File: config.mk
export PLATFORM = sky130hd
export DESIGN_NAME = bus_arbiter
export DESIGN_NICKNAME = d
export VERILOG_FILES = /design/src/rtl/bus_arb_pkg.sv /design/src/rtl/bus_arb_timer.sv /design/src/rtl/bus_arbiter.sv
export SDC_FILE = /design/constraint.sdc
export NUM_CORES = 1
export LEC_CHECK = 0
export CORE_MARGIN = 4
export CORE_UTILIZATION = 41
export DETAILED_ROUTE_END_ITERATION = 6
export PLACE_DENSITY = 0.8
export SLEW_MARGIN = 10
export SYNTH_ARGS = -nofsm -noshare
export SYNTH_HDL_FRONTEND = slang
export SYNTH_SLANG_ARGS = --single-unit
File: constraint.sdc
create_clock -name clk -period 2.7 [get_ports clk]
set_clock_uncertainty 0.1 [all_clocks]
set_input_delay 0.405 -clock clk [delete_from_list [all_inputs] [get_ports clk]]
set_output_delay 0.405 -clock clk [all_outputs]
set_load 0.02 [all_outputs]
File: src/rtl/bus_arb_pkg.sv
// Shared types and constants for the two-master data bus arbiter.
package bus_arb_pkg;

  typedef enum logic {
    IDLE = 1'b0,
    BUSY = 1'b1
  } arb_state_e;

  localparam logic        OWNER_CPU = 1'b0;
  localparam logic        OWNER_EXT = 1'b1;
  localparam logic [31:0] ERR_RDATA = 32'h0;
  localparam logic [3:0]  BE_NONE   = 4'b0;

endpackage

File: src/rtl/bus_arb_timer.sv
// Transaction watchdog: cleared on grant, counts while enabled, saturates at TIMEOUT-1.
module bus_arb_timer #(
  parameter int          CNT_W   = 9,
  parameter logic [15:0] TIMEOUT = 16'd256
) (
  input  logic clk,
  input  logic rst_n,
  input  logic i_clear,
  input  logic i_enable,
  output logic o_expire
);

  localparam logic [CNT_W-1:0] LAST = CNT_W'(TIMEOUT - 16'd1);

  logic [CNT_W-1:0] r_cnt;

  // NOTE: sequential state uses non-blocking assignments so every register samples pre-edge values.
  always_ff @(posedge clk or negedge rst_n) begin
    if (!rst_n) begin
      r_cnt <= '0;
    end else if (i_clear) begin
      r_cnt <= '0;
    end else if (i_enable && (r_cnt != LAST)) begin
      r_cnt <= r_cnt + 1'b1;
    end
  end

  assign o_expire = (r_cnt == LAST);

endmodule

File: src/rtl/bus_arbiter.sv
// Round-robin arbiter sharing one multi-cycle slave port between the CPU data port (M0)
// and a req/done loader master (M1); one outstanding transaction, watchdog-terminated.
module bus_arbiter
  import bus_arb_pkg::*;
#(
  parameter logic [15:0] TIMEOUT = 16'd256,
  parameter int          CNT_W   = 9
) (
  input  logic        clk,
  input  logic        rst_n,
  input  logic        m0_re,
  input  logic [3:0]  m0_we,
  input  logic [31:0] m0_addr,
  input  logic [31:0] m0_wdata,
  output logic [31:0] m0_rdata,
  output logic        m0_stall,
  output logic        m0_err,
  input  logic        m1_req,
  input  logic        m1_re,
  input  logic [3:0]  m1_we,
  input  logic [31:0] m1_addr,
  input  logic [31:0] m1_wdata,
  output logic        m1_gnt,
  output logic        m1_done,
  output logic [31:0] m1_rdata,
  output logic        m1_err,
  output logic        s_req,
  output logic        s_re,
  output logic [3:0]  s_we,
  output logic [31:0] s_addr,
  output logic [31:0] s_wdata,
  input  logic [31:0] s_rdata,
  input  logic        s_ready
);

  arb_state_e  r_state, w_state_nxt;
  logic        r_owner, r_last_owner, r_m0_done_q;
  logic        w_m0_req, w_grant, w_grant_owner, w_complete, w_expire, w_busy;
  logic [31:0] w_rdata_cap;
  logic        w_err_cap;

  // The done flag masks the still-asserted CPU request for the one cycle the core advances.
  assign w_m0_req = (m0_re | (|m0_we)) & ~r_m0_done_q;
  assign m0_stall = w_m0_req;
  assign w_busy   = (r_state == BUSY);
  assign m1_gnt   = w_busy && (r_owner == OWNER_EXT);

  assign w_rdata_cap = (s_ready && (s_we == BE_NONE)) ? s_rdata : ERR_RDATA;
  assign w_err_cap   = ~s_ready;

  bus_arb_timer #(
    .CNT_W   (CNT_W),
    .TIMEOUT (TIMEOUT)
  ) u_timer (
    .clk      (clk),
    .rst_n    (rst_n),
    .i_clear  (w_grant),
    .i_enable (w_busy),
    .o_expire (w_expire)
  );

  always_ff @(posedge clk or negedge rst_n) begin
    if (!rst_n) r_state <= IDLE;
    else        r_state <= w_state_nxt;
  end

  // NOTE: every combinational output gets a default first, so no path can infer a latch.
  always_comb begin
    w_state_nxt   = r_state;
    w_grant       = 1'b0;
    w_grant_owner = OWNER_CPU;
    w_complete    = 1'b0;
    case (r_state)
      IDLE: begin
        if (w_m0_req && m1_req) begin
          w_grant       = 1'b1;
          w_grant_owner = ~r_last_owner;
        end else if (w_m0_req) begin
          w_grant       = 1'b1;
          w_grant_owner = OWNER_CPU;
        end else if (m1_req) begin
          w_grant       = 1'b1;
          w_grant_owner = OWNER_EXT;
        end
        if (w_grant) w_state_nxt = BUSY;
      end
      BUSY: begin
        w_complete = s_ready | w_expire;
        if (w_complete) w_state_nxt = IDLE;
      end
      default: w_state_nxt = IDLE;
    endcase
  end

  always_ff @(posedge clk or negedge rst_n) begin
    if (!rst_n) begin
      r_owner      <= OWNER_CPU;
      r_last_owner <= OWNER_EXT;
      r_m0_done_q  <= 1'b0;
      s_req        <= 1'b0;
      s_re         <= 1'b0;
      s_we         <= BE_NONE;
      s_addr       <= '0;
      s_wdata      <= '0;
      m0_rdata     <= '0;
      m0_err       <= 1'b0;
      m1_rdata     <= '0;
      m1_err       <= 1'b0;
      m1_done      <= 1'b0;
    end else begin
      r_m0_done_q <= 1'b0;
      m1_done     <= 1'b0;
      if (w_grant) begin
        r_owner <= w_grant_owner;
        s_req   <= 1'b1;
        if (w_grant_owner == OWNER_CPU) begin
          s_re    <= m0_re;
          s_we    <= m0_we;
          s_addr  <= m0_addr;
          s_wdata <= m0_wdata;
        end else begin
          s_re    <= m1_re;
          s_we    <= m1_we;
          s_addr  <= m1_addr;
          s_wdata <= m1_wdata;
        end
      end
      if (w_complete) begin
        s_req        <= 1'b0;
        r_last_owner <= r_owner;
        if (r_owner == OWNER_CPU) begin
          r_m0_done_q <= 1'b1;
          m0_rdata    <= w_rdata_cap;
          m0_err      <= w_err_cap;
        end else begin
          m1_done  <= 1'b1;
          m1_rdata <= w_rdata_cap;
          m1_err   <= w_err_cap;
        end
      end
    end
  end

endmodule

======== Word level (Yosys, flattened, before mapping) ========
Cells that the tools add are included.
storage, ports and cells
  register bits ........................... 150
  bits of input ports ..................... 174
operators by class
  add/sub/neg operators ................... 1
  equality and inequality tests ........... 2
  multiplexer cells ....................... 25
  bitwise logic cells ..................... 8
  reduce and logical (&&, ||, !) cells .... 10
operator list
  cell                                                                      number
  32-bit 2-to-1 mux                                                         3
  1-bit 2-to-1 mux                                                          18
  9-bit 2-to-1 mux                                                          2
  9-bit by 1-bit adder with 9-bit output (second input constant)            1
  9-bit by 8-bit equality test with 1-bit output (second input constant)    1
  9-bit by 8-bit inequality test with 1-bit output (second input constant)  1
  1-bit inverter                                                            5
  1-bit logical AND                                                         4
  4-bit logical NOT                                                         1
  4-bit 2-to-1 mux                                                          1
  2-bit AND reduction                                                       2
  2-bit nonzero test                                                        2
  4-bit OR reduction                                                        1
  1-bit bitwise OR                                                          2
  1-bit one-hot mux with 2 select lines                                     1
  1-bit AND                                                                 1

======== Longest topological paths before layout ========
Gate-level depths: netlist of run 1.
  depth in word-level cells ............... 9
  mapped depth ............................ 10
  mapped depth without buffers ............ 8

======== Cells and area by module ========
A second synthesis of run 1 with hierarchy kept.
unflattened totals
  cells, all modules ...................... 623
  area total of the unflattened synthesis .. 6,463.7 sq um
by module, submodules not included
  module         instances  cells an instance  area an instance (sq um)
  bus_arbiter    1          576                5,997.0
  bus_arb_timer  1          47                 466.7

======== Least setup slack after synthesis of run 1 ========
No wires, ideal clock.
  kind .................................... reg-to-reg
  start point ............................. register u_timer.r_cnt[0]
  end point ............................... register m0_rdata[5]
  library setup time ...................... 0.083 ns
  data arrival time ....................... 2.000 ns
  path slack .............................. 0.518 ns
  stages on the path, launching flop included .. 11
  period minus slack after synthesis ...... 2.182 ns
  cells stage by stage .................... dfrtp_1 -> ha_1 -> nand3_1 -> nor2_1 -> ha_1 -> o21ai_0 -> or2_1 -> clkbuf_1 -> clkbuf_1 -> nand2_1 -> o21ai_0
on the way
  word-level cells in the longest chain between the ends .. 4
ends and longest elaborated chain
  element                                         line                 text
  start: declaration                              bus_arb_timer.sv:15  logic [CNT_W-1:0] r_cnt;
  start signal: assignment                        bus_arb_timer.sv:24  r_cnt <= r_cnt + 1'b1;
  9-bit by 8-bit equality test with 1-bit output  bus_arb_timer.sv:28  assign o_expire = (r_cnt == LAST);
  1-bit bitwise OR                                bus_arbiter.sv:88    w_complete = s_ready | w_expire;
  1-bit 2-to-1 mux                                bus_arbiter.sv:73    case (r_state)
  2-bit AND reduction (no source line)            n/a
  end signal: assignment                          bus_arbiter.sv:133   m0_rdata <= w_rdata_cap;
  end: declaration                                bus_arbiter.sv:15    output logic [31:0] m0_rdata,
No other way between the ends.
A chain may end at the register's enable or synchronous reset.

======== Worst setup path in the final report of run 1 ========
  start point ............................. register r_state
  end point ............................... output m1_gnt
on the way
  word-level cells in the longest chain between the ends .. 1
ends and longest elaborated chain
  element                   line               text
  start: declaration        bus_arbiter.sv:36  arb_state_e r_state, w_state_nxt;
  start signal: assignment  bus_arbiter.sv:64  else r_state <= w_state_nxt;
  1-bit logical AND         bus_arbiter.sv:46  assign m1_gnt = w_busy && (r_owner == OWNER_EXT);
  end: declaration          bus_arbiter.sv:23  output logic m1_gnt,
No other way between the ends.

==> results.yml, run 1 <==
yosys:
  share_of_the_yosys_chip_area_belonging_to_registers_pct: 57.89
  synth.net_count: 897
  synth.avg_cell_area_um2: 8.996
  ys_types: 33
  synthCells: 721
  yosysWarnings: 0
  post_synth_instance_area_um2: 6486
  synth_seq_cells: 150
power:
  totalPowerFinal_mw: 10.16
  power_per_cell_area_nw_per_um2: 962.5
  power_leakage_nw: 4.279
  power.ir.vdd_worst_uv: 569.0
cts:
  postCtsSetupRepairBufs: 0
  cts_resized: 0
  tritoncts_buffers: 17
  path_clk_slew_ns: 0.06
  cts-root-to-sink-buffers: 2
  root_buffer: "sky130_fd_sc_hd__clkbuf_16"
  cts_htree_levels: 4
  clock_network_latency_to_the_later_pin_of_the_worst_skew_pair_ns: 0.42
  tritoncts_num_sinks: 150
  tritoncts: "built"
timing:
  min_period_over_period_pct: 91.80
  tightestPinTransition_ns: 0.5683
  max_freq_mhz: 403.5
  timing.final.max_slew_violations: 0
  post-route-min-period_ns: 2.479
  finalHoldViolCount: 0
  final.setup.tns_ns: 0
  hold_slack_ns: 0.3724
  report.final.setup_viol: 0
  timing.max_slew.rel_slack_pct: 62.11
  grt_setup_unrepaired: "false"
setup_path:
  worstSetupStartpointType: "flip-flop"
  cp_max_fo: 8
  path_class: "reg -> out"
  top_cell_family_by_delay_on_the_critical_path: "buffers and inverters"
  worst_ep_arrival_time_ns: 1.97
  ff2ff_setup_slack_ns: 0.41
  nature_of_the_critical_path_endpoint: "output port"
  slowest_stage: "sky130_fd_sc_hd__clkdlybuf4s50_1"
  delay_of_the_slowest_critical_path_stage_ns: 0.70
  worst-endpoint-required_ns: 2.19
  timing.critical_path.buf_inv: 1
  path_cells: "and2_1 > clkdlybuf4s50_1"
cells_and_area:
  insertedDiodeCount: 0
  most-common-layout-cells: "sky130_fd_sc_hd__clkdlybuf4s50_1 (311), sky130_fd_sc_hd__dfrtp_1 (149), sky130_fd_sc_hd__o21ai_0 (129)"
  finish.net_count: 1188
  drive_gt1_share_pct: 6.537
  mostFrequentLayoutCell: "sky130_fd_sc_hd__clkdlybuf4s50_1"
  n_fill_cell: 1230
  area_growth_syn_to_layout_pct: 62.71
grt:
  grt_start_max_net_pins: 61
  grt_pass1_wl_um: 34160
  grt.total_usage_pct: 24.43
  grt_overflow_total: 0
  first_global_vias: 6246
  met1_usage_pct: 29.38
  groute.layer.met3.usage_pct: 8.890
  initial_antenna_violation_count: 0
  top_usage_layer: "met2"
  grt.met2_usage_pct: 41.55
floorplan:
  die-area_um2: 17900
  chipWidth_um: 133.8
  design.core.area_um2: 15370
  std_cell_rows: 45
  start_util_pct: 42.20
  i_o_pin_count: 313
  dieHeight_um: 133.8
drt:
  detail-route-antenna-nets: 0
  routed_wirelength_um: 22190
  detail_route.vias_per_cell: 5.248
  dr.pass1.iters: 4
  wl_per_cell_um: 17.95
  post_route_drc: 0
  first_iter_violations: 386
  detailroute.via_count: 6486
run:
  max_cap_check_violation_count: 0
placement:
  buffer_ports.inserted: 312
  detailed_place_hpwl_um: 16420
  gp_congestion: 0.8635
min_path:
  timing.hold.worst.class: "reg -> reg"
outcome:
  status: "finished clean"
## worst paths after layout
kind	from	end	depth (start not counted)
worst min-delay path	r_last_owner	r_last_owner	2
worst max register to register	u_timer.r_cnt[0]	m0_rdata[7]	9
max in group asynchronous	rst_n	s_addr[20]	3
worst min register to register	r_last_owner	r_last_owner	2
worst max-delay path	r_state	m1_gnt	2
min in group asynchronous	rst_n	m0_rdata[20]	2
## flip-flops by register name, summed over array words and instances (netlist names), 4 cells and up
name           flops
u_timer.r_cnt      9
m0_rdata          32
s_wdata           32
s_we               4
m1_rdata          32
s_addr            32
## area by class of cell
type / instances / area, µm² / share of cell area, %
tap: 211 / 264.0 / 2.501
inverter: 4 / 15.01 / 0.1423
timing repair buffer: 335 / 3425 / 32.45
sequential: 150 / 3755 / 35.58
clock buffer: 17 / 425.4 / 4.031
clock inverter: 15 / 181.4 / 1.719
multi-input combinational: 504 / 2489 / 23.58
## per-layer routing
layer | wire length (µm) | share of wire, %
met1 | 8609 | 39
met2 | 10940 | 49
met3 | 2275 | 10
met4 | 358 | 1.6
met5 | 0 | 0
## per-stage QoR
stage / cells / setup slack [ns] / utilization, % / cell area [µm²]
floorplan: 721 / 0.5178 / - / 6486
global placement: 1203 / 0.3386 / 64.65 / 9937
detailed placement: 1203 / 0.3175 / 64.65 / 9937
CTS: 1236 / 0.1683 / 68.66 / 10550
global route: 1236 / 0.1393 / 68.66 / 10550
finish: 1236 / 0.2214 / 68.66 / 10550
## synth_stat cells (all sizes together)
| cell type | number | area (µm²) |
|---|---|---|
| o21ai | 140 | 700.7 |
| clkbuf | 53 | 198.9 |
| nor2 | 77 | 289.0 |
| buf | 10 | 50.05 |
| dfstp | 1 | 26.28 |
| or2 | 2 | 12.52 |
| nand2b | 2 | 12.51 |
| and2 | 3 | 18.77 |
| nand3 | 68 | 340.3 |
| o22ai | 1 | 6.260 |
| nor3 | 2 | 26.28 |
| o311ai | 1 | 8.760 |
| nand4 | 3 | 18.77 |
| o211ai | 1 | 7.510 |
| a221oi | 1 | 26.28 |
| a21oi | 4 | 20.02 |
| a31oi | 69 | 431.7 |
| dfrtp | 149 | 3729 |
| nand4b | 1 | 8.760 |
| inv | 4 | 15.01 |
| ha | 2 | 25.02 |
| nor2b | 1 | 6.260 |
| nand2 | 117 | 439.2 |
| and3 | 2 | 12.51 |
| nor4 | 1 | 6.260 |
| a221o | 1 | 10.01 |
| or3 | 1 | 6.260 |
| xor2 | 3 | 26.28 |
| or4 | 1 | 7.510 |
## where the power goes
group | switching (mW) | internal (mW)
Sequential | 0.414 | 2.91
Combinational | 2.44 | 1.97
Clock | 1.02 | 1.40
Total | 3.87 | 6.29
## logic make-up (layout without fill, tap and decap cells)
family | Yosys count | count (layout) | share of synthesized area (%)
compound gates | 218 | 218 | 18.67
xor+xnor | 3 | 3 | 0.4052
fa+ha+maj | 2 | 2 | 0.3857
buf+inv | 67 | 371 | 4.070
flops | 150 | 150 | 57.89
simple gates | 281 | 281 | 18.58
## worst reg2reg max path, cell delays in order (launching register included)
cell and delay, ns:
sky130_fd_sc_hd__dfrtp_1 0.39, sky130_fd_sc_hd__ha_1 0.23, sky130_fd_sc_hd__nand3_1 0.09, sky130_fd_sc_hd__nor2_1 0.10, sky130_fd_sc_hd__ha_1 0.31, sky130_fd_sc_hd__o21ai_0 0.18, sky130_fd_sc_hd__or2_2 0.33, sky130_fd_sc_hd__buf_4 0.23
sky130_fd_sc_hd__nand2_1 0.13, sky130_fd_sc_hd__o21ai_0 0.09
## timing repair
action	4_1_cts	5_1_grt
hold buffers	1	0
endpoints found under the hold margin	53	0
setup endpoints to repair	0	0
Note: power is estimated with default switching activity, not from simulation.
==> run 2, diff against run 1 <==
--- a/config.mk
+++ b/config.mk
@@ -7,6 +7,8 @@
 export LEC_CHECK = 0
 export CORE_MARGIN = 4
 export CORE_UTILIZATION = 41
+export CTS_BUF_LIST = sky130_fd_sc_hd__clkbuf_16
+export CTS_CLUSTER_SIZE = 40
 export DETAILED_ROUTE_END_ITERATION = 6
 export PLACE_DENSITY = 0.8
 export SLEW_MARGIN = 10
==> results of run 2 <==
No change in the layout: final DEF, timing and power equal those of run 1.
